## src/rtl/uart_tx_scheduler.sv

```systemverilog
// Round-robin byte scheduler feeding a single UART transmitter.
// Frames are 8N1-style: start bit, DATA_BITS LSB-first, one stop bit.
module uart_tx_scheduler #(
  parameter  int NUM_REQ   = 4,
  parameter  int DATA_BITS = 8,
  localparam int ID_W      = $clog2(NUM_REQ),
  localparam int CNT_W     = $clog2(DATA_BITS) + 1
) (
  input  logic                           clock,
  input  logic                           reset,
  input  logic [NUM_REQ-1:0]             req_valid,
  input  logic [NUM_REQ*DATA_BITS-1:0]   req_data,
  output logic [NUM_REQ-1:0]             req_ready,
  input  logic                           baud_tick,
  output logic                           baud_start,
  output logic                           tx,
  output logic                           busy,
  output logic [ID_W-1:0]                grant_id
);

  typedef enum logic [1:0] {
    IDLE,
    START,
    DATA,
    STOP
  } state_t;

  state_t               state, state_n;
  logic [ID_W-1:0]      rr_ptr, rr_ptr_n;
  logic [ID_W-1:0]      winner;
  logic [ID_W-1:0]      grant_id_n;
  logic [DATA_BITS-1:0] shift_reg, shift_n;
  logic [DATA_BITS-1:0] sel_data;
  logic [CNT_W-1:0]     bit_cnt, bit_cnt_n;
  logic                 tx_n;
  logic                 accept;

  localparam logic [CNT_W-1:0] LAST_BIT = CNT_W'(DATA_BITS - 1);
  localparam logic [ID_W-1:0]  LAST_ID  = ID_W'(NUM_REQ - 1);

  // Scan downward so the requester closest to rr_ptr wins last.
  always_comb begin
    logic [ID_W:0] sum;
    winner = '0;
    sum    = '0;
    for (int k = NUM_REQ - 1; k >= 0; k--) begin
      sum = {1'b0, rr_ptr} + (ID_W+1)'(k);
      if (sum >= (ID_W+1)'(NUM_REQ)) begin
        sum = sum - (ID_W+1)'(NUM_REQ);
      end
      if (req_valid[sum[ID_W-1:0]]) begin
        winner = sum[ID_W-1:0];
      end
    end
  end

  always_comb begin
    sel_data = '0;
    for (int i = 0; i < NUM_REQ; i++) begin
      if (winner == ID_W'(i)) begin
        sel_data = req_data[i*DATA_BITS +: DATA_BITS];
      end
    end
  end

  assign accept     = (state == IDLE) && (|req_valid) && !reset;
  assign req_ready  = accept ? (NUM_REQ'(1) << winner) : '0;
  assign baud_start = accept;
  assign busy       = (state != IDLE);

  always_comb begin
    state_n    = state;
    shift_n    = shift_reg;
    bit_cnt_n  = bit_cnt;
    tx_n       = tx;
    rr_ptr_n   = rr_ptr;
    grant_id_n = grant_id;
    unique case (state)
      IDLE: begin
        tx_n = 1'b1;
        if (accept) begin
          state_n    = START;
          shift_n    = sel_data;
          bit_cnt_n  = '0;
          grant_id_n = winner;
          rr_ptr_n   = (winner == LAST_ID) ? '0 : winner + 1'b1;
          tx_n       = 1'b0;
        end
      end
      START: begin
        if (baud_tick) begin
          state_n   = DATA;
          bit_cnt_n = '0;
          tx_n      = shift_reg[0];
        end
      end
      DATA: begin
        if (baud_tick) begin
          if (bit_cnt == LAST_BIT) begin
            state_n = STOP;
            tx_n    = 1'b1;
          end else begin
            shift_n   = shift_reg >> 1;
            bit_cnt_n = bit_cnt + 1'b1;
            tx_n      = shift_n[0];
          end
        end
      end
      STOP: begin
        tx_n = 1'b1;
        if (baud_tick) begin
          state_n = IDLE;
        end
      end
      default: state_n = IDLE;
    endcase
  end

  always_ff @(posedge clock) begin
    if (reset) begin
      state     <= IDLE;
      tx        <= 1'b1;
      rr_ptr    <= '0;
      grant_id  <= '0;
      shift_reg <= '0;
      bit_cnt   <= '0;
    end else begin
      state     <= state_n;
      tx        <= tx_n;
      rr_ptr    <= rr_ptr_n;
      grant_id  <= grant_id_n;
      shift_reg <= shift_n;
      bit_cnt   <= bit_cnt_n;
    end
  end

endmodule

```

## config.mk

```make
export PLATFORM = sky130hd
export DESIGN_NAME = uart_tx_scheduler
export DESIGN_NICKNAME = d
export VERILOG_FILES = /design/src/rtl/uart_tx_scheduler.sv
export SDC_FILE = /design/constraint.sdc
export NUM_CORES = 1
export LEC_CHECK = 0
export ABC_AREA = 1
export ABC_CLOCK_PERIOD_IN_PS = 5400
export BUFFER_PORTS_ARGS = -buffer_cell sky130_fd_sc_hd__buf_2
export CAP_MARGIN = 10
export CELL_PAD_IN_SITES_DETAIL_PLACEMENT = 0
export CELL_PAD_IN_SITES_GLOBAL_PLACEMENT = 1
export CORE_MARGIN = 3
export CORE_UTILIZATION = 37
export DETAILED_ROUTE_END_ITERATION = 10
export PLACE_DENSITY_LB_ADDON = 0.1
export SYNTH_ARGS = -nofsm -noshare
export SYNTH_HDL_FRONTEND = slang
export SYNTH_SLANG_ARGS = --single-unit
```

## constraint.sdc

```tcl
create_clock -name clock -period 5.4 [get_ports clock]
set_input_delay 1.08 -clock clock [delete_from_list [all_inputs] [get_ports clock]]
set_output_delay 1.08 -clock clock [all_outputs]
set_load 0.03 [all_outputs]
```

-- Word-level counts from Yosys, hierarchy flattened
Index checks and enable logic that the tools add are counted.
- add/subtract/negate cells: 9
- magnitude comparators: 8
- equality and inequality tests: 13
- shift-type cells: 1
- mux-type cells: 42
- reductions and logical operators: 14
- operators by type and width (cell ; number):
    $mux 8 ; 7
    $mux 2 ; 14
    $mux 4 ; 5
    $pmux 8 s2 ; 1
    $lt 2x3->1 const B ; 4
    $ne 2x2->1 const B ; 6
    $pmux 4 s3 ; 1
    $reduce_and 5->1 ; 2
    $ge 3x3->1 const B ; 3
    $bmux 1 s2 ; 4
    $eq 2x2->1 const B ; 4
    $mux 1 ; 8
    $pmux 2 s4 ; 1
    $sub 2x1->2 const B ; 4
    $add 2x2->3 const B ; 2
    $add 4x1->4 const B ; 1
    $eq 2x1->1 const B ; 2
    $eq 4x3->1 const B ; 1
    $logic_not 2->1 ; 2
    $pmux 1 s4 ; 1
    $reduce_and 2->1 ; 2
    $reduce_and 4->1 ; 1
    $reduce_bool 2->1 ; 2
    $reduce_or 4->1 ; 1
    other kinds (7) ; 8
- register bits: 19
- output and inout port bits: 9
- word-level logic and storage cells: 93

-- Logic depth before layout (Yosys ltp)
- word-level depth: 16
- depth in mapped cells: 21
- gate-level depth less buffers: 19

-- Least setup slack after synthesis
Ideal clock, no wire load.
- path type: input -> output
- from: input req_valid[2]
- to: output req_ready[2]
- arrival: 2.655 ns
- data required time: 4.320 ns
- setup slack: 1.665 ns
- stages: 12
- path buffers: 1
- cells stage by stage: inv_1 o21ai_0 nand2_1 nand2_1 inv_1 nand3_1 nand2_1 inv_1 ha_1 buf_2 clkinv_1 nor2_1
- cells in the longest elaborated chain, start to end: 8
- elaborated cells on any way between the ends: 17
- ends and longest elaborated chain (item ; RTL line ; RTL):
    from (decl) ; 11 ; input logic [NUM_REQ-1:0] req_valid,
    $bmux 1 s2 ; 51 ; if (req_valid[sum[ID_W-1:0]]) begin
    $mux 1 (implied by the code) ; 51 ;
    $mux 2 (3 in series) ; 51 ;
    $mux 2 (*) ; 51 ;
    net winner[0] ; 30 ; logic [ID_W-1:0] winner;
    $shl 1x2->4 (*) ; 67 ; assign req_ready = accept ? (NUM_REQ'(1) << winner) : '0;
    $mux 4 (*) ; 67 ;
    to (decl) ; 13 ; output logic [NUM_REQ-1:0] req_ready,
The timed path passes the listed nets; every way through them passes the cells marked *. The select of a mux whose other input is x is not followed.

-- Worst setup path after layout
Ends and elaborated chain as after synthesis.

==> flow_summary.toml <==
[critical_path]
ff2ff_path_depth = 18
cp-start-kind = "primary input"
critical_path_required_ns = 4.32
worst_setup_path_end_kind = "output port"
timing.setup.critical_path_class = "in2out"
critical_path.max_fanout = 9
regToRegEndpoint = "shift_reg[5]"
worst-endpoint-arrival_ns = 2.86
reg2reg_slack_ns = 2.74
rr_startpoint = "rr_ptr[0]"

[logic_synthesis]
syn-mean-instance-area_sq_um = 5.80
yosys-top-cells-area = "sky130_fd_sc_hd__dfxtp_1, sky130_fd_sc_hd__nand2_1, sky130_fd_sc_hd__inv_1"
netlist_instances = 277
flip_flop_and_latch_count_after_synthesis = 19
library_cell_with_the_largest_summed_area_after_synthesis = "sky130_fd_sc_hd__dfxtp_1"
syn-cell-area_sq_um = 1610
yosysWarningCount = 0
synth.net_count = 325
yosysTopAreaCellShare = 0.237
ys_async_sr_fraction = 0
synth_sequential_area_ratio = 0.237
flip_flop_cell_with_the_highest_count_after_synthesis = "sky130_fd_sc_hd__dfxtp_1"
yosys.cell_types.count = 29
number_of_enable_flip_flop_cells_after_synthesis = 0

[clocking]
cts_setup_buffers = 0
cts_repair_resize_count = 0
cts.hold.buffers_added = 0
clock_tree.root_cell = "sky130_fd_sc_hd__clkbuf_8"
cts-root-to-sink-buffers = 2
total_clock_buffers_created_by_cts = 3
clkLatencyLatePin_ns = 0.26
h_tree_levels = 1
clkTransAtPathRegs_ns = 0.08
cts_num_sinks = 19
tritoncts = "yes"

[final_layout]
design.final.nets = 368
relative_area_change_from_synthesis_to_final_layout_pct = 18.6
number_of_flip_flops_under_the_largest_register_name = 8
diodes = 0
post_route_cells_drive_above_1_share = 0.197

[grt]
grt_overflow = 0
groute.usage.overall = 0.167
pin_count_of_the_biggest_net_entering_global_routing = 15
number_of_global_route_vias_before_repair = 1609
antenna_found_initial = 0
first_pass_grt_wire_length_um = 7020

[die]
die_area_sq_um = 5170
vertical_extent_of_the_die_um = 71.9
starting_density_of_the_core = 0.393
row_count = 23
boundaryPins = 48
die_width_um = 71.9
core_area_sq_um = 4090

[timing]
number_of_pins_with_negative_max_slew_slack_in_the_final_report = 0
final_period_minus_worst_setup_slack_ns = 3.94
setup-tns-final_ns = 0
final-setup-viol-count = 0
timing.slew.headroom = 0.677
final.setup_skew_ns = 0.00153
max_slew.worst_pin.slew_ns = 0.484
period_share = 0.730
max_clock_freq_mhz = 254
rsz0062_at_grt = "no"
final_hold_violation_count = 0

[power]
power.total_w = 0.00113
max-vdd-ir-drop_mv = 0.245
comb_power_share = 0.716
pwr_density_cell_nw_per_um2 = 595
pwr-share-seq = 0.193
cellInternalPower_w = 0.000519
net_switching_fraction_of_the_power = 0.542
clk_pwr_share = 0.091
power_leakage_nw = 1.04
power.net_switching_w = 0.000614

[route]
via_per_inst = 4.74
drt-pass1-iter-count = 4
drt.antenna.violating_nets = 0
detailroute.via_count = 1749
wire_per_inst_um = 11.1
drc = 0
drt-total-wl_um = 4110
first_iter_violations = 94

[hold_path]
min_delay_worst_endpoint = "shift_reg[7]"
worst_hold_path_type = "reg2reg"
holdPathStages = 2
hold_path_startpoint = "shift_reg[7]"

[flow_run]
max-cap-violations = 0

[place]
dp.final_hpwl_um = 3290
gp_congestion = 0.842
io_buffer_count = 47

[outcome]
outcome = "completed"
-- layout make-up --
type | count | area (sq um)
multi-input cells | 215 | 1050
well taps | 50 | 62.6
fillers | 460 | 2180
repair buffers | 47 | 235
flip-flops and latches | 19 | 380
inverters | 34 | 128
clock buffers | 4 | 45.0
-- metal layers --
layer,GRT usage,wire (um),part of all wire
met2,0.286,1890,0.46
met5,0,0,0
met1,0.222,2010,0.49
met4,0.0251,13,0.0032
met3,0.0360,191,0.046
-- logic make-up after synthesis --
family	count (synthesis)	synth area share
AO/OA/AOI/OAI	41	0.150
buffers and inverters	43	0.107
AND/OR/NAND/NOR	164	0.431
XOR/XNOR	1	0.00545
adder cells (fa/ha/maj)	9	0.0701
flip-flops	19	0.237
-- layout by cell type, fill, tap and decap left out, types with 2 or more instances in the layout --
master,instances
sky130_fd_sc_hd__a21oi_2,2
sky130_fd_sc_hd__or2_2,3
sky130_fd_sc_hd__inv_1,32
sky130_fd_sc_hd__dfxtp_1,19
sky130_fd_sc_hd__nor2_1,29
sky130_fd_sc_hd__nand2_1,99
sky130_fd_sc_hd__o21ai_0,12
sky130_fd_sc_hd__nor2_2,2
sky130_fd_sc_hd__clkbuf_8,3
sky130_fd_sc_hd__o211ai_1,5
sky130_fd_sc_hd__nand3_1,20
sky130_fd_sc_hd__buf_2,47
sky130_fd_sc_hd__ha_1,9
sky130_fd_sc_hd__a21oi_1,18
sky130_fd_sc_hd__nor3_1,4
-- synth_stat cells, types with 2 or more instances --
cell type and count:
sky130_fd_sc_hd__or2_2 3, sky130_fd_sc_hd__nor2_1 29, sky130_fd_sc_hd__buf_2 8, sky130_fd_sc_hd__a21oi_1 18
sky130_fd_sc_hd__a21oi_2 2, sky130_fd_sc_hd__o211ai_1 5, sky130_fd_sc_hd__dfxtp_1 19, sky130_fd_sc_hd__nor2_2 2
sky130_fd_sc_hd__nand2_1 99, sky130_fd_sc_hd__inv_1 32, sky130_fd_sc_hd__nor3_1 4, sky130_fd_sc_hd__ha_1 9
sky130_fd_sc_hd__nand3_1 20, sky130_fd_sc_hd__o21ai_0 12
-- power by group through the flow --
stage | clock network (W) | registers, W | logic [W]
finish | 0.000103 | 0.000219 | 0.000812
global route | 0.000111 | 0.000224 | 0.000950
CTS | 0.000105 | 0.000219 | 0.000824
detailed placement | 0 | 0.000222 | 0.000819
global placement | 0 | 0.000223 | 0.000823
floorplan | 0 | 0.000231 | 0.000639
-- metrics by stage --
stage	util	hold WS [ns]	cells	worst slack [ns]	area [sq um]
final	0.466	0.465	369	1.46	1910
after detailed placement	0.455	0.453	365	1.46	1860
after floorplan	-	0.440	277	1.66	1610
after CTS	0.466	0.465	369	1.46	1910
after global routing	0.466	0.506	369	1.17	1910
after global placement	0.455	0.455	365	1.48	1860
-- worst max-delay path by stage --
stage          slack [ns]          from      endpoint  cells after the start
6_report             1.46  req_valid[2]  req_ready[2]                     13
5_1_grt              1.17  req_valid[2]  req_ready[2]                     13
4_1_cts              1.46  req_valid[2]  req_ready[2]                     13
3_5_place_dp         1.46  req_valid[2]  req_ready[2]                     13
3_3_place_gp         1.48  req_valid[2]  req_ready[2]                     13
2_1_floorplan        1.66  req_valid[2]  req_ready[2]                     12
-- worst max-delay path, cell delays in order --
cell	delay, ns
sky130_fd_sc_hd__buf_2	0.08
sky130_fd_sc_hd__inv_1	0.06
sky130_fd_sc_hd__o21ai_0	0.17
sky130_fd_sc_hd__nand2_1	0.12
sky130_fd_sc_hd__nand2_1	0.07
sky130_fd_sc_hd__inv_1	0.04
sky130_fd_sc_hd__nand3_1	0.09
sky130_fd_sc_hd__nand2_1	0.10
sky130_fd_sc_hd__inv_1	0.09
sky130_fd_sc_hd__ha_1	0.33
sky130_fd_sc_hd__clkinv_1	0.28
sky130_fd_sc_hd__nor2_1	0.14
sky130_fd_sc_hd__buf_2	0.20
Power figures use the tool's default switching activity.
